**config.mk**
```make
export PLATFORM = sky130hd
export DESIGN_NAME = adder_output_stage
export DESIGN_NICKNAME = d
export VERILOG_FILES = /design/src/rtl/adder_output_stage_pkg.sv /design/src/rtl/adder_output_stage_skid.sv /design/src/rtl/adder_output_stage.sv
export SDC_FILE = /design/constraint.sdc
export NUM_CORES = 1
export LEC_CHECK = 0
export CORE_MARGIN = 2
export CORE_UTILIZATION = 49
export DETAILED_ROUTE_END_ITERATION = 8
export MAX_ROUTING_LAYER = met4
export PLACE_DENSITY_LB_ADDON = 0.25
export SLEW_MARGIN = 20
export SYNTH_ARGS = -nofsm -noshare
export SYNTH_HDL_FRONTEND = slang
export SYNTH_SLANG_ARGS = --single-unit
export TNS_END_PERCENT = 5
```
**constraint.sdc**
```tcl
create_clock -name clk -period 1.9 [get_ports clk]
set_clock_uncertainty 0.15 [all_clocks]
set_input_delay 0.475 -clock clk [delete_from_list [all_inputs] [get_ports clk]]
set_output_delay 0.475 -clock clk [all_outputs]
set_load 0.02 [all_outputs]
```
**src/rtl/adder_output_stage_pkg.sv**
```systemverilog
// Shared definitions for the adder output stage: flag bit positions, skid state
// encoding and overflow counter width.
package adder_output_stage_pkg;

  localparam int FLAG_N = 3;
  localparam int FLAG_Z = 2;
  localparam int FLAG_C = 1;
  localparam int FLAG_V = 0;

  localparam int CNT_W = 16;

  typedef enum logic [1:0] {
    SKID_EMPTY = 2'd0,
    SKID_ONE   = 2'd1,
    SKID_FULL  = 2'd2
  } skid_state_e;

endpackage

```
**src/rtl/adder_output_stage_skid.sv**
```systemverilog
// result_skid_buffer: 2-entry skid buffer, output register plus one skid slot.
// Both handshake outputs decode straight from the state flop.
import adder_output_stage_pkg::*;

module result_skid_buffer #(
  parameter int W = 36
) (
  input  logic         clk,
  input  logic         rst_n,
  input  logic         in_valid,
  output logic         in_ready,
  input  logic [W-1:0] in_data,
  output logic         out_valid,
  input  logic         out_ready,
  output logic [W-1:0] out_data
);

  skid_state_e  state_q, state_d;
  logic [W-1:0] out_q, out_d;
  logic [W-1:0] skid_q, skid_d;
  logic         accept, xfer;

  assign in_ready  = (state_q != SKID_FULL);
  assign out_valid = (state_q != SKID_EMPTY);
  assign out_data  = out_q;
  assign accept    = in_valid & in_ready;
  assign xfer      = out_valid & out_ready;

  always_comb begin
    state_d = state_q;
    out_d   = out_q;
    skid_d  = skid_q;
    case (state_q)
      SKID_EMPTY: begin
        if (accept) begin
          out_d   = in_data;
          state_d = SKID_ONE;
        end
      end
      SKID_ONE: begin
        if (accept && xfer) begin
          out_d = in_data;
        end else if (accept) begin
          skid_d  = in_data;
          state_d = SKID_FULL;
        end else if (xfer) begin
          state_d = SKID_EMPTY;
        end
      end
      SKID_FULL: begin
        // Oldest entry leaves; the skid slot becomes the head.
        if (xfer) begin
          out_d   = skid_q;
          state_d = SKID_ONE;
        end
      end
      default: state_d = SKID_EMPTY;
    endcase
  end

  always_ff @(posedge clk) begin
    if (!rst_n) begin
      state_q <= SKID_EMPTY;
      out_q   <= '0;
      skid_q  <= '0;
    end else begin
      state_q <= state_d;
      out_q   <= out_d;
      skid_q  <= skid_d;
    end
  end

endmodule

```
**src/rtl/adder_output_stage.sv**
```systemverilog
// Registers adder results with NZCV flags behind a skid buffer and counts
// overflowed beats. Define ADDER_SATURATE_EN to clamp overflowed sums.
import adder_output_stage_pkg::*;

module adder_output_stage #(
  parameter int N = 32
) (
  input  logic             clk,
  input  logic             rst_n,
  input  logic             in_valid,
  output logic             in_ready,
  input  logic [N-1:0]     in_sum,
  input  logic             in_cout,
  input  logic             in_of,
  input  logic             in_a_msb,
  output logic             out_valid,
  input  logic             out_ready,
  output logic [N-1:0]     out_sum,
  output logic [3:0]       out_flags,
  input  logic             clr_count,
  output logic [CNT_W-1:0] of_count
);

  logic [N-1:0]     sum_st;
  logic [3:0]       flags;
  logic [N+3:0]     out_pl;
  logic [CNT_W-1:0] of_count_q, of_count_d;

`ifdef ADDER_SATURATE_EN
  // Overflow direction follows A's sign: negative A clamps to most-negative.
  always_comb begin
    sum_st = in_sum;
    if (in_of) sum_st = in_a_msb ? {1'b1, {(N-1){1'b0}}} : {1'b0, {(N-1){1'b1}}};
  end
`else
  logic unused_a_msb;
  assign unused_a_msb = in_a_msb;
  assign sum_st       = in_sum;
`endif

  always_comb begin
    flags         = '0;
    flags[FLAG_N] = sum_st[N-1];
    flags[FLAG_Z] = (sum_st == '0);
    flags[FLAG_C] = in_cout;
    flags[FLAG_V] = in_of;
  end

  result_skid_buffer #(.W(N+4)) u_skid (
    .clk       (clk),
    .rst_n     (rst_n),
    .in_valid  (in_valid),
    .in_ready  (in_ready),
    .in_data   ({flags, sum_st}),
    .out_valid (out_valid),
    .out_ready (out_ready),
    .out_data  (out_pl)
  );

  assign out_sum   = out_pl[N-1:0];
  assign out_flags = out_pl[N+3:N];

  always_comb begin
    of_count_d = of_count_q;
    if (clr_count)
      of_count_d = '0;
    else if (in_valid && in_ready && in_of && (of_count_q != '1))
      of_count_d = of_count_q + 1'b1;
  end

  always_ff @(posedge clk) begin
    if (!rst_n) of_count_q <= '0;
    else        of_count_q <= of_count_d;
  end

  assign of_count = of_count_q;

endmodule
```
==> impl_metrics.yaml <==
clocking:
  h-tree-depth: 3
  clock_latency_ns: 0.36
  cts_buffer_depth: 2
  cts_root_buffer: "clkbuf_8"
  path_clk_slew_ns: 0.09
  cts_setup_buffers: 0
  numCtsBuffers: 9
  clkSinkCount: 88
  cts_tree: "done"
synth:
  synth-xor-area-share_pct: 0
  synth_nets: 516
  synth_simple_gate_area_share_pct: 29.0
  syn_area_sq_um: 3920
  synth_edf_count: 0
  synth_fa_ha_area_share_pct: 0.320
  ys_ff_latch: 88
  seq_area_frac_synth_pct: 45.0
  synth_compound_area_share_pct: 20.7
  yosysWarningCount: 0
  synth_top_family_by_area: "simple AND/OR/NAND/NOR gates"
  ys.flop_type: "dfxtp_1"
  synthMuxAreaShare_pct: 0.767
  synth.distinct_cells: 42
  ys_async_sr_fraction_pct: 0
  synthCells: 475
  synth.avg_cell_area_sq_um: 8.24
final_layout:
  instances_no_fill: 707
  area_growth_pct: 40.7
  drive_above_1_share_pct: 15.0
  design_area_sq_um: 5510
  nFillCells: 636
  nets: 641
  num_antenna_cells: 0
setup_path:
  critPathKind: "in2reg"
  worstSetupStartpoint: "in_sum[9]"
  critPathSlowestCell: "clkdlybuf4s50_1"
  crit_chain: "clkdlybuf4s50_1 > nor4_4 > nand4_1 > or3_1 > a31oi_1"
  crit_end: "u_skid.out_data[34]$_SDFFE_PN0P_"
  rr_endpoint: "of_count[9]$_SDFFE_PP0P_"
  cp.required_ns: 2.03
  path_max_fanout: 3
  endpoint_kind: "flop"
  crit_path_start_kind: "input port"
  critical_path_depth: 5
  critPathMaxStageDelay_ns: 0.48
  reg2reg_from: "of_count[4]$_SDFFE_PP0P_"
  critical_path.top_delay_family: "simple AND/OR/NAND/NOR gates"
  regToRegSetupSlack_ns: 0.12
  path_buf_inv: 1
  worstPathArrival_ns: 2.02
  reg2reg_depth: 4
floorplan:
  boundaryPins: 94
  core_area_sq_um: 7730
  std_cell_rows: 32
  dieHeight_um: 93.4
  start_util_pct: 50.7
  die_area_sq_um: 8720
  die_w_um: 93.4
power_and_ir_drop:
  internal_power_mw: 3.01
  p_sw_share_pct: 26.3
  cellLeakagePower_nw: 2.53
  pwr-share-clk_pct: 34.9
  p_switching_mw: 1.07
  max-vdd-ir-drop_mv: 0.554
  seq_power_share_pct: 48.6
  pwr-share-comb_pct: 16.4
  powerDensity_nw_per_um2: 740
grt:
  grt_max_degree: 73
  grt_busiest_layer: "met2"
  antenna_found_initial: 0
  grt_pass1_vias: 3747
  grt_pass1_wl_um: 17000
  grt_util_met1_pct: 31.1
  met3_usage_pct: 3.79
  met2_usage_pct: 39.2
  overflow: 0
  track_usage_pct: 24.6
routing:
  drc: 0
  num_vias: 3896
  drt-total-wl_um: 10100
  drtIter0Drc: 187
  wire_per_inst_um: 14.3
  postRouteAntennaNets: 0
  via_per_inst: 5.51
  drt_pass1_iterations: 4
place:
  portBuffers: 92
  dpl.cell_count: 691
  dp_hpwl_um: 6950
  placed_area_sq_um: 5300
  pre_cts_ws_ns: -0.454
  place.gp.congestion: 0.817
run_status:
  outcome: "finished, final reports clean"
sta:
  maxSlewViolCount: 0
  finalCritPeriodShare_pct: 99.4
  setup_viol: 0
  worst_slack_ns: 0.0117
  tightest_slew_ns: 0.407
  setup_tns_ns: 0
  fin_crit_ns: 1.89
  hold_viol: 0
  rsz0062_at_grt: "yes"
  max_freq_ghz: 0.530
  max_slew_margin_pct: 72.9
flow_run:
  cap_violations: 0
min_path:
  hold_class: "reg2reg"
-- cells in the mapped netlist (2+ instances only) --
| cell | count | area (sq um) |
|---|---|---|
| and2_1 | 2 | 12.5 |
| a21oi_1 | 11 | 55.1 |
| nand4_2 | 2 | 25.0 |
| o41ai_1 | 3 | 26.3 |
| a31oi_1 | 2 | 12.5 |
| a21boi_0 | 33 | 248 |
| nand2_1 | 145 | 544 |
| clkbuf_1 | 22 | 82.6 |
| o211a_1 | 34 | 340 |
| or3_1 | 7 | 43.8 |
| o311ai_0 | 2 | 17.5 |
| nand4_1 | 9 | 56.3 |
| o21a_1 | 2 | 15.0 |
| nand2b_1 | 6 | 37.5 |
| nor2b_1 | 3 | 18.8 |
| nand3_1 | 39 | 195 |
| nor2_1 | 2 | 7.51 |
| or4_1 | 4 | 30.0 |
| dfxtp_1 | 88 | 1760 |
| and4_1 | 2 | 17.5 |
| nor3_1 | 2 | 10.0 |
| o21ai_0 | 9 | 45.0 |
| inv_1 | 2 | 7.51 |
| buf_2 | 9 | 45.0 |
| o31ai_1 | 4 | 30.0 |
| and3_1 | 2 | 12.5 |
| mux2i_1 | 3 | 30.0 |
| nor4_1 | 12 | 75.1 |
-- flip-flops by register name (all words and copies together), names as in the netlist --
register	cells
u_skid.out_data	35
u_skid.skid_q	35
of_count	16
u_skid.state_q	2
-- worst register-to-register path: cells and delay by family, from the launching register on --
kind | cells | cell delay, ns
AO/OA/AOI/OAI | 1 | 0.15
flip-flops | 1 | 0.46
AND/OR/NAND/NOR | 3 | 0.96
-- placed cells by master, fill, tap and decap left out, types with 3 or more instances in the layout --
cell type / netlist / layout
a21boi_0: 33 / 31
a21boi_1: 1 / 3
a21oi_1: 11 / 11
buf_12: 0 / 3
buf_4: 1 / 52
clkbuf_8: 0 / 9
clkdlybuf4s50_1: 0 / 36
dfxtp_1: 88 / 86
dlygate4sd2_1: 0 / 52
mux2i_1: 3 / 3
nand2_1: 145 / 145
nand2b_1: 6 / 5
nand3_1: 39 / 39
nand4_1: 9 / 9
nor4_1: 12 / 8
nor4_2: 0 / 3
o211a_1: 34 / 34
o21ai_0: 9 / 9
o31ai_1: 4 / 4
o41ai_1: 3 / 3
or3_1: 7 / 7
or4_1: 4 / 4
-- routing by layer --
layer | part of all wire [%] | up-vias
li1 | - | 1928
met1 | 46 | 1836
met2 | 47 | 110
met3 | 4.9 | 22
met4 | 2.5 | 0
met5 | 0 | -
-- final cells by class --
cell class              instances  area (sq um)  area share, %
repair buffers                148          1310           23.8
flip-flops and latches         88          1760           32.0
well taps                     102           128           2.32
clock inverters                 6          92.6           1.68
clock buffers                  10           128           2.32
inverters                       3          13.8          0.250
multi-input cells             350          2070           37.6
-- cell families after synthesis --
logic type,after synthesis
and+or+nand+nor,243
buffers and inverters,37
DFF,88
AOI/OAI and AO/OA,103
muxes,3
adders and majority gates,1
-- power groups by stage --
| stage | sequential, mW | combinational (mW) | clock [mW] |
|---|---|---|---|
| floorplan | 2.11 | 0.240 | 0 |
| global placement | 2.02 | 0.698 | 0 |
| detailed placement | 2.03 | 0.709 | 0 |
| CTS | 1.98 | 0.668 | 1.45 |
| global route | 1.99 | 0.729 | 1.53 |
| finish | 1.98 | 0.670 | 1.42 |
-- timing repair --
item	CTS	global route
hold buffers	0	0
gates cloned	0	0
gates resized for setup	61	13
pin swaps	0	5
setup endpoints to repair	59	30
-- metrics by stage --
stage | total power [mW] | utilization (%) | hold WS, ns
floorplan | 2.35 | - | 0.285
global placement | 2.72 | 68.5 | 0.294
detailed placement | 2.74 | 68.5 | 0.305
CTS | 4.10 | 70.8 | 0.321
global route | 4.25 | 71.3 | 0.335
finish | 4.08 | 71.3 | 0.320
-- how the worst min path moves through the flow --
stage	startpoint	end	depth (start not counted)
6_report	u_skid.skid_q[19]$_SDFFE_PN0P_	u_skid.skid_q[19]$_SDFFE_PN0P_	2
5_1_grt	in_sum[31]	u_skid.skid_q[31]$_SDFFE_PN0P_	3
4_1_cts	u_skid.skid_q[2]$_SDFFE_PN0P_	u_skid.skid_q[2]$_SDFFE_PN0P_	2
3_5_place_dp	u_skid.skid_q[24]$_SDFFE_PN0P_	u_skid.skid_q[24]$_SDFFE_PN0P_	2
3_3_place_gp	u_skid.skid_q[24]$_SDFFE_PN0P_	u_skid.skid_q[24]$_SDFFE_PN0P_	2
2_1_floorplan	u_skid.skid_q[24]$_SDFFE_PN0P_	u_skid.skid_q[24]$_SDFFE_PN0P_	2
(Power assumes the default switching activity.)
